`src/rtl/keyscan_pkg.sv`:
```
// keyscan_pkg: shared constants, types and helpers for the 4x4 keypad scanner.
//   NUM_ROWS / NUM_COLS / KEY_W    : keypad geometry and width of the key vector
//   DEF_SCAN_DIV                   : default dwell length per column, in clk cycles
//   DEF_DEBOUNCE_SCANS             : default number of identical frames before psw updates
//   col_drive()                    : active-low one-hot column drive for a column index
package keyscan_pkg;

  localparam int NUM_ROWS           = 4;
  localparam int NUM_COLS           = 4;
  localparam int KEY_W              = NUM_ROWS * NUM_COLS;
  localparam int DEF_SCAN_DIV       = 1000;
  localparam int DEF_DEBOUNCE_SCANS = 8;

  typedef logic [KEY_W-1:0]    key_vec_t;
  typedef logic [NUM_COLS-1:0] col_vec_t;
  typedef logic [1:0]          col_idx_t;

  // Exactly one column low: the one currently being scanned.
  function automatic col_vec_t col_drive(input col_idx_t cidx);
    return ~(col_vec_t'(1) << cidx);
  endfunction

endpackage

```
`src/rtl/keyscan_if.sv`:
```
// keyscan_if: keypad-side signals of the scanner.
//   row     : keypad row lines, active-low (pulled up), asynchronous to clk
//   col     : column drive, active-low, exactly one bit low
//   psw     : debounced key state, bit (r*4+c) high = key (r,c) pressed
//   psw_chg : one-cycle pulse when psw takes a new, different value
// Modport slave is the scanner's view; master is the keypad/consumer view.
interface keyscan_if;
  import keyscan_pkg::*;

  logic [NUM_ROWS-1:0] row;
  col_vec_t            col;
  key_vec_t            psw;
  logic                psw_chg;

  modport slave (input row, output col, output psw, output psw_chg);
  modport master (output row, input col, input psw, input psw_chg);

endinterface

```
`src/rtl/keyscan_sync2.sv`:
```
// sync2: two-flop synchronizer for a bus of independent, slowly changing bits.
//   clk, rst : system clock and synchronous active-high reset
//   d        : asynchronous input
//   q        : synchronized output (two clk cycles of latency)
// On reset both stages load RST_VAL so the output looks idle immediately.
module sync2 #(
  parameter int               WIDTH   = 4,
  parameter logic [WIDTH-1:0] RST_VAL = '1
) (
  input  logic             clk,
  input  logic             rst,
  input  logic [WIDTH-1:0] d,
  output logic [WIDTH-1:0] q
);

  logic [WIDTH-1:0] meta_reg;
  logic [WIDTH-1:0] sync_reg;

  always_ff @(posedge clk) begin
    if (rst) begin
      meta_reg <= RST_VAL;
      sync_reg <= RST_VAL;
    end else begin
      meta_reg <= d;
      sync_reg <= meta_reg;
    end
  end

  assign q = sync_reg;

endmodule

```
`src/rtl/keyscan.sv`:
```
// keyscan: 4x4 keypad column scanner with frame-level debouncing.
//   clk, rst : system clock and synchronous active-high reset
//   kbus     : keyscan_if.slave -- row in, col / psw / psw_chg out
// Each column is driven low for SCAN_DIV cycles and the rows are sampled on
// the last dwell cycle. Four column samples make one frame; psw follows the
// frame once DEBOUNCE_SCANS consecutive frames are identical.
module keyscan
  import keyscan_pkg::*;
#(
  parameter int SCAN_DIV       = DEF_SCAN_DIV,
  parameter int DEBOUNCE_SCANS = DEF_DEBOUNCE_SCANS
) (
  input  logic      clk,
  input  logic      rst,
  keyscan_if.slave  kbus
);

  localparam int DW = $clog2(SCAN_DIV);
  localparam int SW = $clog2(DEBOUNCE_SCANS + 1);

  localparam logic [DW-1:0] DWELL_LAST  = DW'(SCAN_DIV - 1);
  localparam logic [SW-1:0] STABLE_MAX  = SW'(DEBOUNCE_SCANS);
  localparam logic [SW-1:0] STABLE_LOAD = SW'(DEBOUNCE_SCANS - 1);

  logic [NUM_ROWS-1:0] row_sync;

  logic [DW-1:0] dwell_reg;
  col_idx_t      cidx_reg;
  key_vec_t      frame_reg;
  key_vec_t      prev_reg;
  logic [SW-1:0] stable_reg;
  logic          load_reg;
  key_vec_t      psw_reg;
  logic          psw_chg_reg;

  logic          sample;
  logic          complete;
  col_vec_t      col_sel;
  key_vec_t      frame_next;
  logic          same;
  logic [SW-1:0] stable_inc;
  logic [SW-1:0] stable_next;
  logic          load_next;

  sync2 #(
    .WIDTH   (NUM_ROWS),
    .RST_VAL ({NUM_ROWS{1'b1}})
  ) u_row_sync (
    .clk (clk),
    .rst (rst),
    .d   (kbus.row),
    .q   (row_sync)
  );

  // Sampling on the last dwell cycle gives the synchronizer and the keypad
  // lines the whole dwell period to settle after the column switches.
  assign sample   = (dwell_reg == DWELL_LAST);
  assign complete = sample && (cidx_reg == 2'd3);
  assign col_sel  = sample ? ~col_drive(cidx_reg) : '0;

  // Per row: replace the bit of the current column, keep the others.
  genvar gi;
  generate
    for (gi = 0; gi < NUM_ROWS; gi++) begin : g_row
      assign frame_next[gi*NUM_COLS +: NUM_COLS] =
          (col_sel & {NUM_COLS{~row_sync[gi]}}) |
          (~col_sel & frame_reg[gi*NUM_COLS +: NUM_COLS]);
    end
  endgenerate

  assign same       = (frame_next == prev_reg);
  assign stable_inc = (stable_reg == STABLE_MAX) ? stable_reg : stable_reg + 1'b1;

  always_comb begin
    stable_next = stable_reg;
    load_next   = 1'b0;
    if (complete) begin
      stable_next = same ? stable_inc : '0;
      // The DEBOUNCE_SCANS-th identical frame (counting the all-zero frame
      // before the first) is the one that takes the counter to DEBOUNCE_SCANS-1.
      if (DEBOUNCE_SCANS == 1) begin
        load_next = 1'b1;
      end else begin
        load_next = same && (stable_reg != STABLE_MAX) && (stable_inc == STABLE_LOAD);
      end
    end
  end

  always_ff @(posedge clk) begin
    if (rst) begin
      dwell_reg   <= '0;
      cidx_reg    <= '0;
      frame_reg   <= '0;
      prev_reg    <= '0;
      stable_reg  <= '0;
      load_reg    <= 1'b0;
      psw_reg     <= '0;
      psw_chg_reg <= 1'b0;
    end else begin
      if (sample) begin
        dwell_reg <= '0;
        cidx_reg  <= cidx_reg + 2'd1;
      end else begin
        dwell_reg <= dwell_reg + 1'b1;
      end

      frame_reg  <= frame_next;
      stable_reg <= stable_next;
      load_reg   <= load_next;
      if (complete) begin
        prev_reg <= frame_next;
      end

      // prev_reg still holds the frame that qualified: the next completion
      // is at least 4*SCAN_DIV cycles away.
      if (load_reg) begin
        psw_reg     <= prev_reg;
        psw_chg_reg <= (prev_reg != psw_reg);
      end else begin
        psw_chg_reg <= 1'b0;
      end
    end
  end

  assign kbus.col     = col_drive(cidx_reg);
  assign kbus.psw     = psw_reg;
  assign kbus.psw_chg = psw_chg_reg;

endmodule

```
`src/flat_wrapper.sv`:
```
// flat-port wrapper written by rule: the top's interface ports become plain ports
module keyscan_flat import keyscan_pkg::*;
#(
  parameter int SCAN_DIV       = DEF_SCAN_DIV,
  parameter int DEBOUNCE_SCANS = DEF_DEBOUNCE_SCANS
)
  (clk, rst, kbus_row, kbus_col, kbus_psw, kbus_psw_chg);
  keyscan_if kbus_i ();
  input  logic clk;
  input  logic rst;
  input wire logic [$bits(kbus_i.row)-1:0] kbus_row;
  output wire logic [$bits(kbus_i.col)-1:0] kbus_col;
  output wire logic [$bits(kbus_i.psw)-1:0] kbus_psw;
  output wire logic [$bits(kbus_i.psw_chg)-1:0] kbus_psw_chg;
  assign kbus_i.row = kbus_row;
  assign kbus_col = kbus_i.col;
  assign kbus_psw = kbus_i.psw;
  assign kbus_psw_chg = kbus_i.psw_chg;
  keyscan #(.SCAN_DIV(SCAN_DIV), .DEBOUNCE_SCANS(DEBOUNCE_SCANS)) u_core (.clk(clk), .rst(rst), .kbus(kbus_i));
endmodule
```
`config.mk`:
```
export PLATFORM = sky130hd
export DESIGN_NAME = keyscan_flat
export DESIGN_NICKNAME = d
export VERILOG_FILES = /design/src/rtl/keyscan_pkg.sv /design/src/rtl/keyscan_if.sv /design/src/rtl/keyscan_sync2.sv /design/src/rtl/keyscan.sv /design/src/flat_wrapper.sv
export SDC_FILE = /design/constraint.sdc
export NUM_CORES = 1
export LEC_CHECK = 0
export BUFFER_PORTS_ARGS = -buffer_cell sky130_fd_sc_hd__buf_4
export CAP_MARGIN = 15
export CORE_MARGIN = 2
export CORE_UTILIZATION = 30
export CTS_CLUSTER_DIAMETER = 120
export CTS_CLUSTER_SIZE = 14
export DETAILED_ROUTE_END_ITERATION = 8
export REMOVE_ABC_BUFFERS = 1
export SLEW_MARGIN = 25
export SYNTH_ARGS = -nofsm -noshare
export SYNTH_HDL_FRONTEND = slang
export SYNTH_HIERARCHICAL = 1
export SYNTH_SLANG_ARGS = --single-unit
```
`constraint.sdc`:
```
create_clock -name clk -period 5 [get_ports clk]
set_clock_uncertainty 0.15 [all_clocks]
set_input_delay 0.25 -clock clk [delete_from_list [all_inputs] [get_ports clk]]
set_output_delay 0.25 -clock clk [all_outputs]
set_load 0.005 [all_outputs]
```
==> flow_summary.yaml <==
grt:
  first_global_vias: 2805
  grt_pass1_wl_um: 14200
  antenna_found_initial: 0
  overflow: 0
  grt.total_usage_pct: 13.8
  grt_start_max_net_pins: 64
detailed_routing:
  wl_met1_um: 4160
  routed_via_density: 5.03
  ant_nets: 0
  vias: 2957
  first_pass_iters: 4
  drt_iter0_drc: 147
  highest_layer: "met4"
  drc: 0
  wl_met2_um: 4030
  routed_wl_um: 8690
  route.met3.wl_um: 391
  wire_per_inst_um: 14.8
logic_synthesis:
  avgSynthCellArea_sq_um: 8.72
  synth_simple_gate_area_share_pct: 24.8
  synth_edf_count: 0
  syn_inst: 424
  synthAdderAreaFrac_pct: 2.71
  synth_seq_cells: 74
  yosys-top-cells-area: "dfxtp_1 (40%), nor2_1 (7.3%), xnor2_1 (6.4%), mux2i_1 (5.4%), a211oi_1 (3.5%)"
  ys_warn_count: 6
  synthXorXnorAreaFrac_pct: 8.97
  synth_mux_area_share_pct: 6.40
  synth_ff_type: "dfxtp_1"
  synth.cell_area_sq_um: 3700
  synth_top_area_share_pct: 40.1
  synth_cell_types: 59
  synth_top_family_by_area: "simple AND/OR/NAND/NOR gates"
  ys_seq_area_share_pct: 40.1
  synth_compound_area_share_pct: 12.1
  async_reset_ff_share_pct: 0
  synth_top_area_cell: "dfxtp_1"
clocking:
  cts_buffers: 9
  cts_tree: "yes"
  clockBufferDepth: 2
  htreeDepth: 3
  clkTransAtPathRegs_ns: 0.05
  clk_latency_ns: 0.33
  cts.sinks: 74
  cts_root_buffer: "clkbuf_16"
  post_cts_resized: 0
critical_path:
  path_max_fanout: 10
  cp-start-kind: "flip-flop"
  worstPathRequired_ns: 5.10
  critPathKind: "reg -> reg"
  crit_arrival_ns: 3.07
  cp-end-kind: "flip-flop"
timing:
  hold_violations: 0
  worst_slew_pin_slew_ns: 1.04
  min_period_ns: 2.97
  finalCritPeriodShare_pct: 59.4
  setup_viol: 0
  slew_violations: 0
  slew_headroom_pct: 30.9
  timing.final.ws_setup_ns: 2.03
  tns_ns: 0
  rsz0062_at_grt: "false"
  max_freq_ghz: 0.337
final_layout:
  syn_to_final_growth_pct: 15.9
  final_nets: 451
  n_antenna_cell: 0
  final_common_cell: "dfxtp_1"
  multi_input_comb_area_sq_um: 2040
  final_cell_mix: "dfxtp_1 (74), nor2_1 (72), xnor2_1 (27)"
  seq_area_sq_um: 1480
  fill_cells: 1258
  drive_gt1_share_pct: 13.2
die:
  pin_count: 27
  die_h_um: 115
  die_area_sq_um: 13200
  num_rows: 40
  die_w_um: 115
  core_area_sq_um: 12000
  initial_core_util_pct: 30.8
outcome:
  outcome: "finished, final reports clean"
placed_design:
  pre_cts_slack_ns: 2.05
  dp_hpwl_um: 6090
  gp_congestion: 0.864
  portBuffers: 26
flow_run:
  cap_violations: 0
pwr:
  p_leak_nw: 1.56
  power_density_nw_per_um2: 286
  ir_drop_mv: 0.137
min_path:
  hold_path_class: "reg -> reg"
per-stage QoR:
stage	hold WS [ns]	util, %	instances	instance area, sq um	power, mW
global route	0.277	35.7	588	4280	1.27
CTS	0.263	35.6	588	4280	1.24
global placement	0.248	33.0	569	3970	0.643
detailed placement	0.250	33.0	569	3970	0.644
finish	0.255	35.7	588	4280	1.22
floorplan	0.169	-	396	3590	0.628
power by group:
part           total (mW)  leakage, nW  switching (mW)  internal (mW)
clock               0.590        0.132           0.231          0.359
sequential          0.603        0.598         0.00762          0.595
combinational      0.0307        0.831          0.0182         0.0126
total                1.22         1.56           0.257          0.967
synth_stat cells (all sizes together) (2+ instances only):
cell type / instances
xor2: 9
nand4: 11
inv: 20
nand2b: 11
and3: 2
ha: 8
or2: 10
nor3b: 2
nor4: 6
nor3: 4
a21oi: 21
o21ai: 7
mux2: 2
dfxtp: 74
a211oi: 17
a41oi: 2
xnor2: 28
a31oi: 2
o22ai: 7
a32oi: 2
nand3: 21
nor2b: 2
nor2: 73
and4b: 2
mux2i: 21
nand2: 15
clkbuf: 27
worst paths after layout:
check	start	to	slack, ns	cells past startpoint
worst min register to register	u_core/u_row_sync/meta_reg[0]	u_core/u_row_sync/q[0]	0.26	1
worst max register to register	u_core/dwell_reg[0]	u_core/stable_reg[2]	2.03	8
worst min-delay path	u_core/u_row_sync/meta_reg[0]	u_core/u_row_sync/q[0]	0.26	1
worst max-delay path	u_core/dwell_reg[0]	u_core/stable_reg[2]	2.03	8
metal layers:
layer / vias to the layer above / global-route usage (%)
met5: - / 0
met4: 0 / 4.42
met3: 7 / 4.53
met2: 58 / 22.2
met1: 1402 / 17.7
li1: 1490 / -
layout make-up:
cell class                      count  share of cell area (%)
Tap cell                          147                    4.29
Multi-Input combinational cell    302                    47.5
Clock buffer                       13                    6.07
Sequential cell                    74                    34.6
Inverter                           20                    1.75
Clock inverter                      2                   0.292
Timing Repair Buffer               30                    5.49
worst max-delay path, cell delays in order (launching register included):
cell and delay [ns]:
dfxtp_1 0.37, ha_1 0.30, nand4b_2 0.26, nor3_4 0.44
mux2i_1 0.44, xnor2_2 0.15, nor4_4 0.41, nand3_2 0.16
o22ai_1 0.21
kinds of logic after synthesis:
| family | after synthesis |
|---|---|
| xor gates and xnor gates | 37 |
| DFF | 74 |
| muxes | 23 |
| AOI/OAI and AO/OA | 68 |
| adders and majority gates | 8 |
| and+or+nand+nor | 166 |
| buffers and inverters | 48 |
timing repair:
| item | 4_1_cts | 5_1_grt |
|---|---|---|
| hold buffers | 4 | 0 |
| setup buffers | 0 | 0 |
| hold endpoints to repair | 4 | 0 |
Power figures use the tool's default switching activity.
